**src/rtl/rgb_led_arbiter.sv**
```systemverilog
`default_nettype none
// ============================================================================
//  Module      : rgb_led_arbiter
//  Description : Fixed-priority arbiter that gives one of four requesters
//                ownership of a single RGB LED. An owner keeps the LED for
//                at least MIN_HOLD cycles. The LED is then forced dark for
//                GAP_CYCLES cycles before a different owner, or the same
//                owner again, is granted.
//  Revision    : 1.0  initial release
// ----------------------------------------------------------------------------
//  Parameters
//    MIN_HOLD   : minimum cycles a granted requester owns the LED (>= 1)
//    GAP_CYCLES : dark cycles between two ownerships (>= 1)
//  Ports
//    clk        : system clock
//    n_rst      : synchronous active-low reset
//    req[3:0]   : level requests, bit 3 has the highest priority
//    rgb_in     : 4 x 24-bit colours, requester i at [24*i+23:24*i], R in MSBs
//    blink_in   : per-requester blink enable
//    gnt        : registered one-hot grant, zero when nobody owns the LED
//    rgb        : registered colour to the PWM driver, zero unless showing
//    blink_en   : registered blink enable to the PWM driver
//    busy       : registered, high while showing or in the dark gap
// ============================================================================
module rgb_led_arbiter #(
    parameter logic [31:0] MIN_HOLD   = 32'd27_000_000,
    parameter logic [31:0] GAP_CYCLES = 32'd2_700_000
) (
    input  logic        clk,
    input  logic        n_rst,
    input  logic [3:0]  req,
    input  logic [95:0] rgb_in,
    input  logic [3:0]  blink_in,
    output logic [3:0]  gnt,
    output logic [23:0] rgb,
    output logic        blink_en,
    output logic        busy
);

    typedef enum logic [1:0] {
        ST_IDLE = 2'd0,
        ST_SHOW = 2'd1,
        ST_GAP  = 2'd2
    } state_t;

    state_t      r_state;
    state_t      w_state_nxt;
    logic [1:0]  r_owner;
    logic [1:0]  w_owner_nxt;
    logic [31:0] r_hold_cnt;
    logic [31:0] w_hold_nxt;
    logic [31:0] r_gap_cnt;
    logic [31:0] w_gap_nxt;

    logic        w_any_req;
    logic [1:0]  w_top_idx;
    logic        w_higher_req;
    logic        w_show_nxt;

    logic [23:0] w_rgb_slice [4];

    // Unpack the flat colour bus into one word per requester.
    genvar gi;
    generate
        for (gi = 0; gi < 4; gi++) begin : g_slice
            assign w_rgb_slice[gi] = rgb_in[24*gi +: 24];
        end
    endgenerate

    // ------------------------------------------------------------------
    // Fixed-priority encoder: highest asserted request index.
    // ------------------------------------------------------------------
    assign w_any_req = |req;

    always_comb begin
        w_top_idx = 2'd0;
        if (req[3]) begin
            w_top_idx = 2'd3;
        end else if (req[2]) begin
            w_top_idx = 2'd2;
        end else if (req[1]) begin
            w_top_idx = 2'd1;
        end else begin
            w_top_idx = 2'd0;
        end
    end

    // Any request with strictly higher priority than the current owner.
    always_comb begin
        w_higher_req = 1'b0;
        case (r_owner)
            2'd0:    w_higher_req = |req[3:1];
            2'd1:    w_higher_req = |req[3:2];
            2'd2:    w_higher_req = req[3];
            default: w_higher_req = 1'b0;
        endcase
    end

    // ------------------------------------------------------------------
    // Next-state logic.
    // ------------------------------------------------------------------
    always_comb begin
        w_state_nxt = r_state;
        w_owner_nxt = r_owner;
        w_hold_nxt  = r_hold_cnt;
        w_gap_nxt   = r_gap_cnt;

        case (r_state)
            ST_IDLE: begin
                if (w_any_req) begin
                    w_state_nxt = ST_SHOW;
                    w_owner_nxt = w_top_idx;
                    w_hold_nxt  = MIN_HOLD - 32'd1;
                end
            end

            ST_SHOW: begin
                if (r_hold_cnt != 32'd0) begin
                    // Minimum hold still running: no release, no preemption.
                    w_hold_nxt = r_hold_cnt - 32'd1;
                end else if (!req[r_owner] || w_higher_req) begin
                    w_state_nxt = ST_GAP;
                    w_gap_nxt   = GAP_CYCLES - 32'd1;
                end
                // Otherwise the owner keeps the LED with hold_cnt parked at 0.
            end

            ST_GAP: begin
                if (r_gap_cnt != 32'd0) begin
                    w_gap_nxt = r_gap_cnt - 32'd1;
                end else if (w_any_req) begin
                    // Previous owner may win again if it is still on top.
                    w_state_nxt = ST_SHOW;
                    w_owner_nxt = w_top_idx;
                    w_hold_nxt  = MIN_HOLD - 32'd1;
                end else begin
                    w_state_nxt = ST_IDLE;
                end
            end

            default: begin
                w_state_nxt = ST_IDLE;
                w_hold_nxt  = 32'd0;
                w_gap_nxt   = 32'd0;
            end
        endcase
    end

    assign w_show_nxt = (w_state_nxt == ST_SHOW);

    // ------------------------------------------------------------------
    // State and output registers. Outputs are computed from the next
    // state so grant and colour appear one cycle after the request, and
    // the colour is a one-cycle-delayed copy of the owner's input.
    // ------------------------------------------------------------------
    always_ff @(posedge clk) begin
        if (!n_rst) begin
            r_state    <= ST_IDLE;
            r_owner    <= 2'd0;
            r_hold_cnt <= 32'd0;
            r_gap_cnt  <= 32'd0;
            gnt        <= 4'd0;
            rgb        <= 24'd0;
            blink_en   <= 1'b0;
            busy       <= 1'b0;
        end else begin
            r_state    <= w_state_nxt;
            r_owner    <= w_owner_nxt;
            r_hold_cnt <= w_hold_nxt;
            r_gap_cnt  <= w_gap_nxt;
            gnt        <= w_show_nxt ? (4'b0001 << w_owner_nxt) : 4'd0;
            rgb        <= w_show_nxt ? w_rgb_slice[w_owner_nxt] : 24'd0;
            blink_en   <= w_show_nxt ? blink_in[w_owner_nxt] : 1'b0;
            busy       <= (w_state_nxt != ST_IDLE);
        end
    end

endmodule
`default_nettype wire

```
**config.mk**
```make
export PLATFORM = sky130hd
export DESIGN_NAME = rgb_led_arbiter
export DESIGN_NICKNAME = d
export VERILOG_FILES = /design/src/rtl/rgb_led_arbiter.sv
export SDC_FILE = /design/constraint.sdc
export NUM_CORES = 1
export LEC_CHECK = 0
export CAP_MARGIN = 0
export CORE_MARGIN = 2
export CORE_UTILIZATION = 50
export CTS_CLUSTER_SIZE = 16
export DETAILED_ROUTE_END_ITERATION = 10
export HOLD_SLACK_MARGIN = 0.02
export PLACE_DENSITY = 0.92
export SLEW_MARGIN = 20
export SYNTH_ARGS = -nofsm -noshare
export SYNTH_HDL_FRONTEND = slang
export SYNTH_SLANG_ARGS = --single-unit
```
**constraint.sdc**
```tcl
create_clock -name clk -period 7.45 [get_ports clk]
set_input_delay 1.49 -clock clk [delete_from_list [all_inputs] [get_ports clk]]
set_output_delay 1.49 -clock clk [all_outputs]
set_load 0.02 [all_outputs]
```
Word-level counts from Yosys, hierarchy flattened
Cells that the tools add are included.
{"block": "classes", "add_sub_neg": 2, "multipliers": 0, "n_div": 0, "magnitude_cmp": 3, "n_eq_ne": 10, "shifts": 1, "n_mux": 28, "bitwise": 2, "reduce_logical": 13}
{"operator": "$mux 32", "count": 6}
{"operator": "$pmux 32 s3", "count": 2}
{"operator": "$reduce_bool 32->1", "count": 2}
{"operator": "$sub 32x1->32 const B", "count": 2}
{"operator": "$bmux 24 s2", "count": 1}
{"operator": "$mux 24", "count": 2}
{"operator": "$mux 2", "count": 8}
{"operator": "$ne 2x2->1 const B", "count": 5}
{"operator": "$eq 2x1->1 const B", "count": 3}
{"operator": "$lt 2x3->1 const B", "count": 2}
{"operator": "$pmux 2 s3", "count": 1}
{"operator": "$bmux 1 s2", "count": 2}
{"operator": "$eq 2x2->1 const B", "count": 2}
{"operator": "$logic_not 2->1", "count": 2}
{"operator": "$mux 1", "count": 4}
{"operator": "$pmux 2 s2", "count": 1}
{"operator": "$reduce_and 2->1", "count": 2}
{"operator": "$reduce_and 4->1", "count": 1}
{"operator": "$reduce_or 4->1", "count": 1}
{"operator": "$shl 1x2->4 const A", "count": 1}
{"operator": "$ge 3x3->1 const B", "count": 1}
{"operator": "$not 2->3", "count": 1}
{"operator": "$pmux 1 s3", "count": 1}
{"operator": "$reduce_or 3->1", "count": 1}
{"operator": "other kinds (5)", "count": 5}
{"block": "word_totals", "reg_bits": 98, "latch_bits": 0, "ramBits": 0, "romBits": 0, "inputBits": 106, "out_inout_bits": 30, "wordCells": 67, "n_memories": 0}

Logic depth before layout (Yosys ltp)
Gate-level depths: netlist of run 1.
{"block": "depth", "depth_word": 10, "mapped_depth": 12, "mapped_depth_nobuf": 9}

Worst setup path before layout of run 1
No wires, ideal clock.
{"block": "synth_path", "path_kind": "input to register", "from": "input req[3]", "to": "register rgb[10]", "setup_ns": 0.133, "arrival_ns": 3.251, "required_time_ns": 7.317, "slack_ns": 4.066, "stages": 7, "n_path_buf": 1, "cell_sequence": "or2_1 > or3_1 > o221a_2 > or3_1 > nand3_1 > buf_2 > o22ai_1"}
{"block": "synth_via", "elab_chain_len": 9, "word_cells_on_any_way": 24, "cone_classes": "1 x eq/ne; 16 x mux; 1 x bitwise; 6 x reduce/logical"}
{"item": "start: declaration", "line_no": "31", "source": "input logic [3:0] req,"}
{"item": "$bmux 1 s2", "line_no": "121", "source": "end else if (!req[r_owner] || w_higher_req) begin"}
{"item": "$mux 1 (implied by the code)", "line_no": "121"}
{"item": "$logic_not 1->1", "line_no": "121"}
{"item": "$logic_or 1x1->1", "line_no": "121"}
{"item": "$mux 2", "line_no": "121"}
{"item": "$mux 2", "line_no": "118", "source": "if (r_hold_cnt != 32'd0) begin"}
{"item": "$pmux 2 s3", "line_no": "108", "source": "case (r_state)"}
{"item": "$eq 2x1->1", "line_no": "149", "source": "assign w_show_nxt = (w_state_nxt == ST_SHOW);"}
{"item": "$reduce_and 2->1 (no source line)"}
{"item": "end signal: assignment", "line_no": "172", "source": "rgb <= w_show_nxt ? w_rgb_slice[w_owner_nxt] : 24'd0;"}
{"item": "end: declaration", "line_no": "35", "source": "output logic [23:0] rgb,"}
Parallel ways exist; a longest one is shown, timed or not. The select of a mux whose other input is x is not followed.
A chain may end at the register's enable or synchronous reset.

Final worst setup path of run 1
{"block": "layout_path", "from": "input req[3]", "to": "register r_gap_cnt[18]"}
{"block": "layout_via", "elab_chain_len": 6, "word_cells_on_any_way": 9, "cone_classes": "1 x eq/ne; 3 x mux; 5 x reduce/logical"}
{"item": "$bmux 1 s2", "line_no": "121"}
{"item": "$mux 1 (implied by the code)", "line_no": "121"}
{"item": "$logic_not 1->1", "line_no": "121"}
{"item": "$logic_or 1x1->1 (*)", "line_no": "121"}
{"item": "$ne 2x2->1 (no source line) (*)"}
{"item": "$reduce_and 4->1 (no source line) (*)"}
{"item": "end signal: assignment", "line_no": "170", "source": "r_gap_cnt <= w_gap_nxt;"}
{"item": "end: declaration", "line_no": "52", "source": "logic [31:0] r_gap_cnt;"}
Every way passes the cells marked *; elsewhere a longest branch is shown, timed or not. The select of a mux whose other input is x is not followed.

==> metrics, run 1 <==
status complete, no violations; CP bufs+invs 1; Root Buffer clkbuf_8; max-capacitance violation count 0; routing usage on met3 0.08875; Port Buffers 135; Synth Instances 660; post-route ant nets 0; Worst-path clk slew approximately 0.090 ns; Internal 0.9626 mW; Cell Area, Synth 5309 sq um; post-synthesis net count 774; Synth Area in Compound Gates 0.2211; CORE AREA 10,320 sq um; final non-filler cell total 911; area share of the largest cell type after synthesis 0.3695; Post-Synth XOR/XNOR Area 0.01980; Critical Path Sink Type register; grt total ovfl 0; largest net degree at the start of global routing 46; DRT Wirelength 16,830 um; Initial Util 0.5142; GP Congestion 0.9304; drc violations 0; post-CTS sizing 0; GRT busiest layer met2; # fillers 755; Synth area leaders dfxtp_1, mux2i_1, a21oi_1, nor2_1, o21ai_1; FF-to-FF path depth 8; Leakage ~2.6 nW; Die Height 107.0 um; HP Start r_gap_cnt[22]; peak supply drop between 0.1 and 0.15 mV; Max Freq 0.2181 GHz; Rows 37; Simple-Gate Fraction of Synth Area 0.2265; All-Layer GR Usage 0.2967; first-pass GRT wire length 27,310 um; Flop pwr share 0.417; vias per cell 6.204; max_slew headroom 0.2744; met2 Use GR 0.5176; n_diodes 0; placed cell count 895; Setup-failing EPs final 0; worst slew pin tran 1.085 ns; Arr. time, crit path slightly below 5 ns; mux cell area share after synthesis 0.09828; sequential share of the synthesized area 0.3695; Startpoint Class primary input; worst r2r dst rgb[13]; Max Fanout on Critical Path 29; Net Switching 0.4788 mW; period utilisation layout 0.6154; commonest non-fill, non-tap cell in the layout clkdlybuf4s50_1; hold path depth 2; WL/cell about 18 um; post-route cell area 6914 sq um; CTS tree yes; CP Class in2reg; footprint of the multi-input gates 3103 sq um; ys flop type dfxtp_1; initial antenna violation count 0; Clock power frac 0.276; Crit path max-delay family compound AO/OA/AOI/OAI gates; RSZ-0062 raised after global routing false; Register Area 1962 sq um; combinational fraction of design power 0.307; post-synthesis adder-cell area fraction 0.01885; Synth cell types 57; Layout Skew between 0.01 and 0.015 ns; largest area contributor in the netlist dfxtp_1; worst path cell trace clkdlybuf4s50_1, or2_1, o31a_1, a31oi_1, or3_1, o21ai_1, a21oi_1; vias in the first global route 5,495; Clock Latency Late Sink 0.38 ns; min-delay worst type reg2reg; drt first pass iters 5; Worst path slowest cell or3_1; EDFF count, synth 0; DP HPWL approximately 12,000 um; flops & latches, synth 98; main combinational cell family by area after synthesis simple AND/OR/NAND/NOR gates; IO Pins around 140; proportion of layout cells with a drive suffix above 1 0.03613; placed cell area 6688 sq um; Post-synth ARST share 0; Post-layout nets 884; die area 11,460 sq um; CTS H-tree depth 3; Hold Path Sink r_gap_cnt[22]; Starting DRT DRC Count 708; vias 5,652; R2R setup slack 3.19 ns; met1 Use GR 0.3364; Ys Warns 0; Pwr Density 208.5 nW/um^2; Max clock buf depth 2; setup TNS 0 ns; Post-CTS Hold Buffers 0; Max Slew Vio Count 0; Fin. Hold Viols 0; most frequent cells in the layout clkdlybuf4s50_1, dfxtp_1, nor2_1; total chip power roughly 1.4 mW; Worst R2R Start r_gap_cnt[8]; CTS Sinks 98; Sw Share 0.3322; Worst EP required 7.75 ns; Die X 107.0 um; cts bufs inserted 9; Area growth, synth to finish 30.24%; Synth Area per Inst 8.044 sq um; Setup Fix Bufs, Post-CTS 0; slowest stage delay, CP 0.83 ns; Final min period 4.585 ns
[sequential cells by signal, indices dropped and copies added (netlist names)]
register    count
r_hold_cnt     32
r_gap_cnt      32
busy            1
gnt             4
rgb            24
r_owner         2
blink_en        1
r_state         2
[power groups by stage]
stage	Sequential [mW]	Clock [mW]	Combinational [mW]
6_report	0.601	0.398	0.443
5_1_grt	0.606	0.418	0.475
4_1_cts	0.600	0.396	0.435
3_5_place_dp	0.611	0	0.431
3_3_place_gp	0.607	0	0.418
2_1_floorplan	0.628	0	0.256
[Yosys cell counts (all sizes together), types with 3 or more instances]
cell and instances:
nor4 20, xnor2 9, or4 12, a31oi 14, inv 15, or3 14, nand2 36, or2 4
nand3b 3, nand3 15, buf 17, and2 6, o31ai 6, dfxtp 98, clkbuf 24, nand4 8
o211ai 6, nor3b 4, xor2 3, o31a 4, or4b 3, a21o 3, nor2 68, a21oi 67
o21ai 60, mux2i 51, o22ai 30, nand2b 3, ha 8, nor3 25
[how the worst max path moves through the flow]
| stage | start | to | slack (ns) | depth (start not counted) |
|---|---|---|---|---|
| final | req[3] | r_gap_cnt[18] | 2.87 | 7 |
| after detailed placement | req[3] | r_gap_cnt[25] | 2.58 | 7 |
| after floorplan | req[3] | rgb[10] | 4.07 | 7 |
| after global routing | req[1] | r_gap_cnt[28] | 2.69 | 8 |
| after CTS | req[3] | r_gap_cnt[18] | 2.96 | 7 |
| after global placement | req[3] | r_gap_cnt[18] | 2.74 | 7 |
[cell type report]
| type | count | share of cell area |
|---|---|---|
| Inverter | 17 | 0.009229 |
| Multi-Input combinational cell | 504 | 0.4488 |
| Clock buffer | 10 | 0.01991 |
| Sequential cell | 98 | 0.2837 |
| Clock inverter | 6 | 0.01285 |
| Tap cell | 136 | 0.02461 |
| Timing Repair Buffer | 140 | 0.2009 |
[through the flow]
stage                     hold WS, ns    util  setup WS, ns
after floorplan                0.4457       -         4.066
after global placement         0.4558  0.6478         2.738
after detailed placement       0.4633  0.6478         2.580
after CTS                      0.4765  0.6697         2.956
after global routing           0.5043  0.6697         2.693
final                          0.4765  0.6697         2.865
[worst register-to-register path, stage by stage, from the launching register on]
cell and delay (ns):
dfxtp_1 0.38, or4_1 0.65, nor4_2 0.68, and3_1 0.44, mux2_1 0.36, a222oi_1 0.35, buf_4 0.63, mux2i_1 0.48
o22ai_1 0.14
[metal layers]
layer	vias up	routed length [um]
met2	331	8462
met3	49	1722
met4	0	533
met5	-	0
li1	2675	-
met1	2597	6112
[cell families (layout without fill, tap and decap cells)]
group / after synthesis / after routing
muxes: 52 / 52
DFF: 98 / 98
xor gates and xnor gates: 12 / 12
AOI/OAI and AO/OA: 203 / 203
and+or+nand+nor: 229 / 229
adders and majority gates: 8 / 8
buffers and inverters: 58 / 173
Note: power is estimated with default switching activity, not from simulation.
==> run 2, diff against run 1 <==
==> constraint.sdc (replaced) <==
create_clock -name clk -period 4.3 [get_ports clk]
set_input_delay 0.86 -clock clk [delete_from_list [all_inputs] [get_ports clk]]
set_output_delay 0.86 -clock clk [all_outputs]
set_load 0.02 [all_outputs]
==> run 2 against run 1 <==
  * Via count is 1.7% higher
  * Die area did not move
  * Hold slack improved by 0.013 ns
  * Final area grew 0.40%
  * Sequential power grew 73%
  * Routed wire length is 0.92% higher
  * Highest routed layer unchanged
==> metrics, run 2 (synthesized netlist as in run 1, its figures left out) <==
status complete, no violations (unchanged); Setup-failing EPs final 0 (unchanged); Max Fanout on Critical Path 45 (was 29); Max Freq 0.2753 GHz; Fin. Hold Viols 0 (unchanged); Setup Fix Bufs, Post-CTS 0 (unchanged); hold slack 0.4894 ns (was 0.4765 ns); max-capacitance violation count 0 (unchanged); Sw Share 0.3474 (was 0.3322); max_slew headroom 0.4337 (was 0.2744); placed cell count 904 (was 895); final non-filler cell total 919 (was 911); Flop pwr share 0.439 (was 0.417); worst slew pin tran 0.8417 ns (was 1.085 ns); IO Pins 136 (unchanged); combinational fraction of design power 0.326 (was 0.307); Post-CTS Hold Buffers 0 (unchanged); most frequent cells in the layout clkdlybuf4s50_1, dfxtp_1, nor2_1 (unchanged); largest net degree at the start of global routing 46 (unchanged); Worst-path clk slew 0.11 ns (was 0.09 ns); WL/cell 18.48 um (about the same); Leakage 2.656 nW (was 2.635 nW); Pwr Density 341.7 nW/um^2 (was 208.5 nW/um^2); Initial Util 0.5142 (unchanged); Post-layout nets 893 (was 884); setup TNS 0 ns (unchanged); min-delay worst type reg2reg (unchanged); Crit path max-delay family simple AND/OR/NAND/NOR gates (was compound AO/OA/AOI/OAI gates); Die Height 107.0 um (unchanged); post-route ant nets 0 (unchanged); Root Buffer clkbuf_8 (unchanged); CORE AREA 10,320 sq um (unchanged); RSZ-0062 raised after global routing false (unchanged); first-pass GRT wire length 26,960 um (was 27,310 um); Startpoint Class register (was primary input); total chip power 2.372 mW (was 1.441 mW); die area 11,460 sq um (unchanged); Regs by FF count r_gap_cnt: 32 flops, r_hold_cnt: 32 flops, rgb: 24 flops (unchanged); proportion of layout cells with a drive suffix above 1 0.04598 (was 0.03613); Arr. time, crit path 3.87 ns (was 4.88 ns); post-CTS sizing 0 (unchanged); Area growth, synth to finish 30.76% (was 30.24%); DRT Wirelength 16,990 um (was 16,830 um); CTS H-tree depth 3 (unchanged); commonest non-fill, non-tap cell in the layout clkdlybuf4s50_1 (unchanged); CTS Sinks 98 (unchanged); peak supply drop 0.2575 mV (was 0.1349 mV); initial antenna violation count 0 (unchanged); grt total ovfl 0 (unchanged); Clock power frac 0.235 (was 0.276); drt first pass iters 8 (was 5); CP bufs+invs 2 (was 1); CP Class reg2reg (was in2reg); Max clock buf depth 2 (unchanged); Clock Latency Late Sink 0.37 ns (was 0.38 ns); Rows 37 (unchanged); placed cell area 6768 sq um (was 6688 sq um); post-route cell area 6942 sq um (was 6914 sq um); Critical Path Sink Type register (unchanged); All-Layer GR Usage 0.2923 (was 0.2967); Starting DRT DRC Count 559 (was 708); vias in the first global route 5,541 (was 5,495); slowest stage delay, CP 0.60 ns (was 0.83 ns); n_diodes 0 (unchanged); GP Congestion 0.9247 (was 0.9304); Worst EP required 4.54 ns (was 7.75 ns); Layout Skew 0.01741 ns (was 0.01124 ns); cts bufs inserted 9 (unchanged); worst path cell trace inv_1, ha_1, or4b_2, nor3_1, and3_1, mux2_1, a222oi_1, buf_12, mux2i_1, o22ai_1 (was clkdlybuf4s50_1, or2_1, o31a_1, a31oi_1, or3_1, o21ai_1, a21oi_1); vias 5,748 (was 5,652); Internal 1.548 mW (was 0.9626 mW); vias per cell 6.255 (was 6.204); Final min period between 3 and 4 ns; Port Buffers 135 (unchanged); Worst path slowest cell or4b_2 (was or3_1); CTS tree yes (unchanged); DP HPWL 12,430 um (was 12,120 um); Net Switching 0.8240 mW (was 0.4788 mW); period utilisation layout 0.8447; Die X 107.0 um (unchanged); drc violations 0 (unchanged); Max Slew Vio Count 0 (unchanged)
[run 2: cell count changes in the layout (fill, tap and decap cells not counted), sizes merged]
cell,before,now
buf,5,14
bufinv,2,0
clkbuf,10,9
inv,16,18
[run 2: stage by stage]
step                        util  worst slack [ns]
after CTS                 0.6724            0.6771
after global routing      0.6724            0.4737
final                     0.6724            0.6676
after detailed placement  0.6556            0.7523
after global placement    0.6556            0.8599
after floorplan                -             1.089
[run 2: power by group through the flow]
stage               logic, mW  clock network [mW]  registers [mW]
floorplan               0.443                   0            1.09
global placement        0.732                   0            1.05
detailed placement      0.755                   0            1.06
CTS                     0.762               0.561            1.04
global route            0.831               0.591            1.05
finish                  0.773               0.558            1.04
[run 2: path summary, 6_finish.rpt]
kind	startpoint	to	slack, ns	cells after the start
hold reg to reg	r_gap_cnt[16]	r_gap_cnt[16]	0.49	2
setup reg to reg	r_gap_cnt[1]	rgb[15]	0.67	10
hold / removal	r_gap_cnt[16]	r_gap_cnt[16]	0.49	2
setup / recovery	r_gap_cnt[1]	rgb[15]	0.67	10
[run 2: tightest hold or removal path, cell delays in order (launching register included)]
cell and delay, ns:
dfxtp_1 0.35, nand2_1 0.06, o21ai_1 0.05
[run 2: layout make-up]
class / instances / area, sq um
Fill cell: 743 / 3382
Multi-Input combinational cell: 504 / 3103
Sequential cell: 98 / 1962
Timing Repair Buffer: 149 / 1469
Tap cell: 136 / 170.2
Clock buffer: 9 / 123.9
Inverter: 17 / 63.81
Clock inverter: 6 / 50.05
[run 2: metal layers]
| layer | track usage | wire length [um] | part of all wire | vias to the layer above |
|---|---|---|---|---|
| met5 | 0 | 0 | 0 | - |
| met4 | 0.1271 | 624 | 0.037 | 0 |
| met3 | 0.07720 | 1667 | 0.098 | 51 |
| met2 | 0.5045 | 8302 | 0.49 | 341 |
| met1 | 0.3391 | 6391 | 0.38 | 2665 |
| li1 | - | - | - | 2691 |
==> run 3, diff against run 2 <==
--- a/config.mk
+++ b/config.mk
@@ -7,11 +7,11 @@
 export LEC_CHECK = 0
 export CAP_MARGIN = 0
 export CORE_MARGIN = 2
-export CORE_UTILIZATION = 50
+export CORE_UTILIZATION = 45
 export CTS_CLUSTER_SIZE = 16
 export DETAILED_ROUTE_END_ITERATION = 10
 export HOLD_SLACK_MARGIN = 0.02
-export PLACE_DENSITY = 0.92
+export PLACE_DENSITY = 0.88
 export SLEW_MARGIN = 20
 export SYNTH_ARGS = -nofsm -noshare
 export SYNTH_HDL_FRONTEND = slang
==> constraint.sdc (replaced) <==
create_clock -name clk -period 3.1 [get_ports clk]
set_input_delay 0.62 -clock clk [delete_from_list [all_inputs] [get_ports clk]]
set_output_delay 0.62 -clock clk [all_outputs]
set_load 0.02 [all_outputs]
==> run 3 against run 2 <==
  * Flip-flop and latch count unchanged
  * Highest routed layer unchanged
  * Register-to-register slack got worse by 0.65 ns
  * Critical path depth increased by 2
  * Fmax rose by 18%
  * Via count rose by 5.5%
==> metrics, run 3 (synthesized netlist as in run 1, its figures left out) <==
max-capacitance violation count 0 (unchanged); GP Congestion 0.9201 (was 0.9247); Leakage 2.985 nW (was 2.656 nW); Worst EP required 3.32 ns (was 4.54 ns); Max Freq 0.3243 GHz (was 0.2753 GHz); CTS tree yes (unchanged); Max Fanout on Critical Path 6 (was 45); n_diodes 0 (unchanged); first-pass GRT wire length 27,920 um (was 26,960 um); Die X 112.6 um (was 107.0 um); cts bufs inserted 9 (unchanged); total chip power 3.899 mW (was 2.372 mW); placed cell count 950 (was 904); post-route ant nets 0 (unchanged); worst slew pin tran 0.8682 ns (was 0.8417 ns); post-layout util 0.6664 (was 0.6724); Worst-path clk slew 0.07 ns (was 0.11 ns); Rows 39 (was 37); Arr. time, crit path 3.30 ns (was 3.87 ns); grt total ovfl 0 (unchanged); WL/cell 19.16 um (was 18.48 um); Post-CTS Hold Buffers 0 (unchanged); Fin. Hold Viols 0 (unchanged); max_slew headroom 0.4167 (was 0.4337); commonest non-fill, non-tap cell in the layout clkdlybuf4s50_1 (unchanged); proportion of layout cells with a drive suffix above 1 0.1252 (was 0.04598); largest net degree at the start of global routing 36 (was 46); Critical Path Sink Type register (unchanged); CTS Sinks 98 (unchanged); Port Buffers 135 (unchanged); vias in the first global route 5,619 (was 5,541); All-Layer GR Usage 0.2709 (was 0.2923); min-delay worst type reg2reg (unchanged); Area growth, synth to finish 43.95% (was 30.76%); Max clock buf depth 2 (unchanged); Startpoint Class register (unchanged); Max Slew Vio Count 0 (unchanged); DP Worst Slack -0.04630 ns (was 0.7523 ns); initial antenna violation count 0 (unchanged); Clock Latency Late Sink 0.35 ns (was 0.37 ns); die area 12,680 sq um (was 11,460 sq um); Die Height 112.6 um (was 107.0 um); CP Class reg2reg (unchanged); Initial Util 0.4630 (was 0.5142); vias 6,062 (was 5,748); Final min period 3.083 ns (was 3.632 ns); Post-layout nets 941 (was 893); R2R setup slack 0.02 ns (was 0.67 ns); DP HPWL 12,540 um (was 12,430 um); setup ws final 0.01677 ns (was 0.6676 ns); peak supply drop 0.3231 mV (was 0.2575 mV); DRT Wirelength 18,660 um (was 16,990 um); drc violations 0 (unchanged); CTS H-tree depth 3 (unchanged); vias per cell 6.224 (was 6.255); Setup-failing EPs final 0 (unchanged); final non-filler cell total 974 (was 919); Layout Skew 0.009484 ns (was 0.01741 ns); status complete, no violations (unchanged); Starting DRT DRC Count 695 (was 559); Regs by FF count r_gap_cnt: 32 flops, r_hold_cnt: 32 flops, rgb: 24 flops (unchanged); drt first pass iters 5 (was 8); CORE AREA 11,470 sq um (was 10,320 sq um); most frequent cells in the layout clkdlybuf4s50_1, dfxtp_1, nor2_1 (unchanged); Pwr Density 510.2 nW/um^2 (was 341.7 nW/um^2); setup TNS 0 ns (unchanged); period utilisation layout 0.9946 (was 0.8447); Root Buffer clkbuf_16 (was clkbuf_8); IO Pins 136 (unchanged)
run 3: final cells by class:
cell class	count	area (sq um)
inverter	17	63.81
timing repair buffer	197	1922
sequential	98	1963
clock inverter	5	55.05
multi-input combinational	504	3221
fill	775	3825
clock buffer	10	239.0
tap	143	178.9
run 3: what timing repair did:
action | in CTS | in global routing
cloned | 0 | 3
buffers inserted | 1 | 5
gates resized for setup | 4 | 23
endpoints found under the setup margin | 16 | 35
pin swaps | 0 | 7
run 3: worst paths after layout:
kind,to,cells past startpoint,from
setup / recovery,rgb[5],12,r_gap_cnt[0]
hold / removal,r_gap_cnt[22],2,r_gap_cnt[22]
setup reg to reg,rgb[5],12,r_gap_cnt[0]
hold reg to reg,r_gap_cnt[22],2,r_gap_cnt[22]
run 3: metal layers:
layer  wire [um]  share of wire  GRT usage  vias to the layer above
met5           0              0          0                        -
met4         644          0.035    0.09106                        0
met3        1761          0.094    0.06911                       61
met2        9233           0.49     0.4719                      375
met1        7024           0.38     0.3251                     2832
li1            -              -          -                     2794
run 3: stage by stage:
stage,instance area [sq um],hold slack (ns)
finish,7642,0.4790
global route,7642,0.5093
CTS,7438,0.4806
detailed placement,7116,0.4680
global placement,7116,0.4612
floorplan,5328,0.4457
run 3: critical path, stage by stage, from the launching register on:
cell	delay (ns)
dfxtp_2	0.34
inv_2	0.06
ha_2	0.16
or4b_4	0.49
nor3_4	0.21
and3_4	0.21
mux2_4	0.30
a222oi_1	0.32
buf_4	0.27
buf_12	0.13
clkbuf_16	0.14
mux2i_1	0.23
o22ai_1	0.11
run 3: power breakdown:
group / switching (mW) / internal, mW / total, mW
registers: 0.0847 / 1.37 / 1.45
clock network: 0.491 / 0.641 / 1.13
logic: 0.674 / 0.642 / 1.32
total: 1.25 / 2.65 / 3.90
==> variant, RTL diff (flow settings as in run 3) <==
Reset style: asynchronous (`n_rst`), changed in one clocked block. Comments in the files are not updated.
--- a/src/rtl/rgb_led_arbiter.sv
+++ b/src/rtl/rgb_led_arbiter.sv
@@ -154,5 +154,5 @@
     // the colour is a one-cycle-delayed copy of the owner's input.
     // ------------------------------------------------------------------
-    always_ff @(posedge clk) begin
+    always_ff @(posedge clk or negedge n_rst) begin
         if (!n_rst) begin
             r_state    <= ST_IDLE;
Behaviour: differs if n_rst is asserted again (counterexample within 4 cycles, from zero or initial values and one cycle with n_rst low); with n_rst held inactive, the same outputs for 10 cycles.
==> variant against run 3 <==
Cell area up 13%. Highest routed layer unchanged. Non-clock buffer count decreased by 1. The flow now finishes with violations (negative setup slack). Worst setup slack lost 0.10 ns. Synthesized cell count up 15%. Hold slack lost 0.19 ns. Critical endpoint is now rgb[7]$_DFF_PN0_. Core utilization is 4.3 points lower. Synthesized area grew 20%. Routed wire length grew 14%. Sequential cell count unchanged.
Power is not compared: it rests on default switching activity, and its combinational part moved more than twofold at a synthesized area within 25%.
==> variant: results <==
{
  "fillers": 1085,
  "placement_rows": 43,
  "post-place-ws_ns": -0.3253,
  "setup_viol": 1,
  "crit_arrival_ns": 3.40,
  "drt_iter0_markers": 772,
  "grtUsageMet2_pct": 45.13,
  "fin_setup_tns_ns": -0.08567,
  "synthTopCellsByCount": "dfrtp_1, a21oi_1, nand3_1",
  "yosys-mux-area-fraction_pct": 0.3346,
  "clkbuf_count": 12,
  "status": "complete, but fails checks",
  "biggestRegsByFlops": "r_gap_cnt: 32 flops, r_hold_cnt: 32 flops, rgb: 24 flops",
  "wirelength_mm": 21.26,
  "violations": "negative setup slack",
  "use_met1_pct": 35.48,
  "syn-num-nets": 874,
  "layout-drive-gt1-share_pct": 11.93,
  "dpl_cell_area_um2": 8190,
  "grt_use_met3_pct": 6.784,
  "hold_class": "input pin to asynchronous set/reset pin",
  "dp_hpwl_mm": 14.13,
  "seq_share_pct": 28.47,
  "synth_compound_area_share_pct": 30.30,
  "slew_headroom_pct": 56.50,
  "multi_input_gates": 573,
  "antenna_cells": 1,
  "routed-via-count": 7248,
  "nonClockBufferCount": 196,
  "grt_pass1_wl_mm": 33.62,
  "clock_area_share_pct": 3.660,
  "grt_max_degree": 51,
  "synthTopCellsByArea": "dfrtp_1, a21oi_1, nand3_1",
  "antenna_found_initial": 1,
  "nonClockInverterCount": 22,
  "cp_max_fo": 26,
  "yosys.area_share.xor_xnor_pct": 0,
  "place.gp.congestion": 0.8954,
  "buf_share_pct": 22.24,
  "ys_seq_area_share_pct": 38.58,
  "grt_use_total_pct": 27.77,
  "grt_pass1_vias": 6783,
  "reg2reg_slack_ns": -0.09,
  "skew_ns": 0.005902,
  "ys_types": 64,
  "synthAdderAreaFrac_pct": 1.181,
  "worst_slack_ns": -0.08567,
  "clock_latency_ns": 0.35,
  "multi_input_area_um2": 3621
}
-- variant: layer usage --
layer / share of wire, % / wire length, um / up-vias
li1: - / - / 3278
met1: 38 / 8131 / 3433
met3: 10 / 2172 / 78
met5: 0 / 0 / -
met2: 48 / 10150 / 459
met4: 3.8 / 808 / 0
-- variant: power by group through the flow --
stage | clock network [mW] | registers (mW) | logic (mW)
after global routing | 1.24 | 2.03 | 4.69
after floorplan | 0 | 2.12 | 2.44
final | 1.19 | 1.98 | 4.36
after CTS | 1.19 | 1.97 | 4.12
after global placement | 0 | 1.97 | 4.00
after detailed placement | 0 | 1.98 | 4.10
-- variant: final timing paths --
check                                             end                       start  cells past startpoint
setup / recovery                     rgb[7]$_DFF_PN0_    r_gap_cnt[0]$_DFFE_PN0P_                     11
hold / removal                      rgb[20]$_DFF_PN0_                       n_rst                      1
setup reg to reg                     rgb[7]$_DFF_PN0_    r_gap_cnt[0]$_DFFE_PN0P_                     11
hold reg to reg            r_hold_cnt[30]$_DFFE_PN0P_  r_hold_cnt[30]$_DFFE_PN0P_                      1
max in group asynchronous   r_hold_cnt[3]$_DFFE_PN0P_                       n_rst                      2
min in group clk           r_hold_cnt[30]$_DFFE_PN0P_  r_hold_cnt[30]$_DFFE_PN0P_                      1
-- variant: critical path, stage by stage, from the launching register on --
cell       delay, ns
dfrtp_1         0.41
inv_1           0.11
ha_1            0.17
or4b_1          0.57
nor4_4          0.25
buf_4           0.19
a41oi_4         0.13
a21oi_2         0.26
inv_2           0.10
buf_12          0.17
a2111oi_0       0.59
nor4_1          0.09
-- variant: what timing repair did --
| action | 4_1_cts | 5_1_grt |
|---|---|---|
| pin swaps | 1 | 1 |
| endpoints found under the setup margin | 13 | 50 |
| gates cloned | 0 | 1 |
| setup buffers | 0 | 1 |
| gates resized for setup | 2 | 19 |
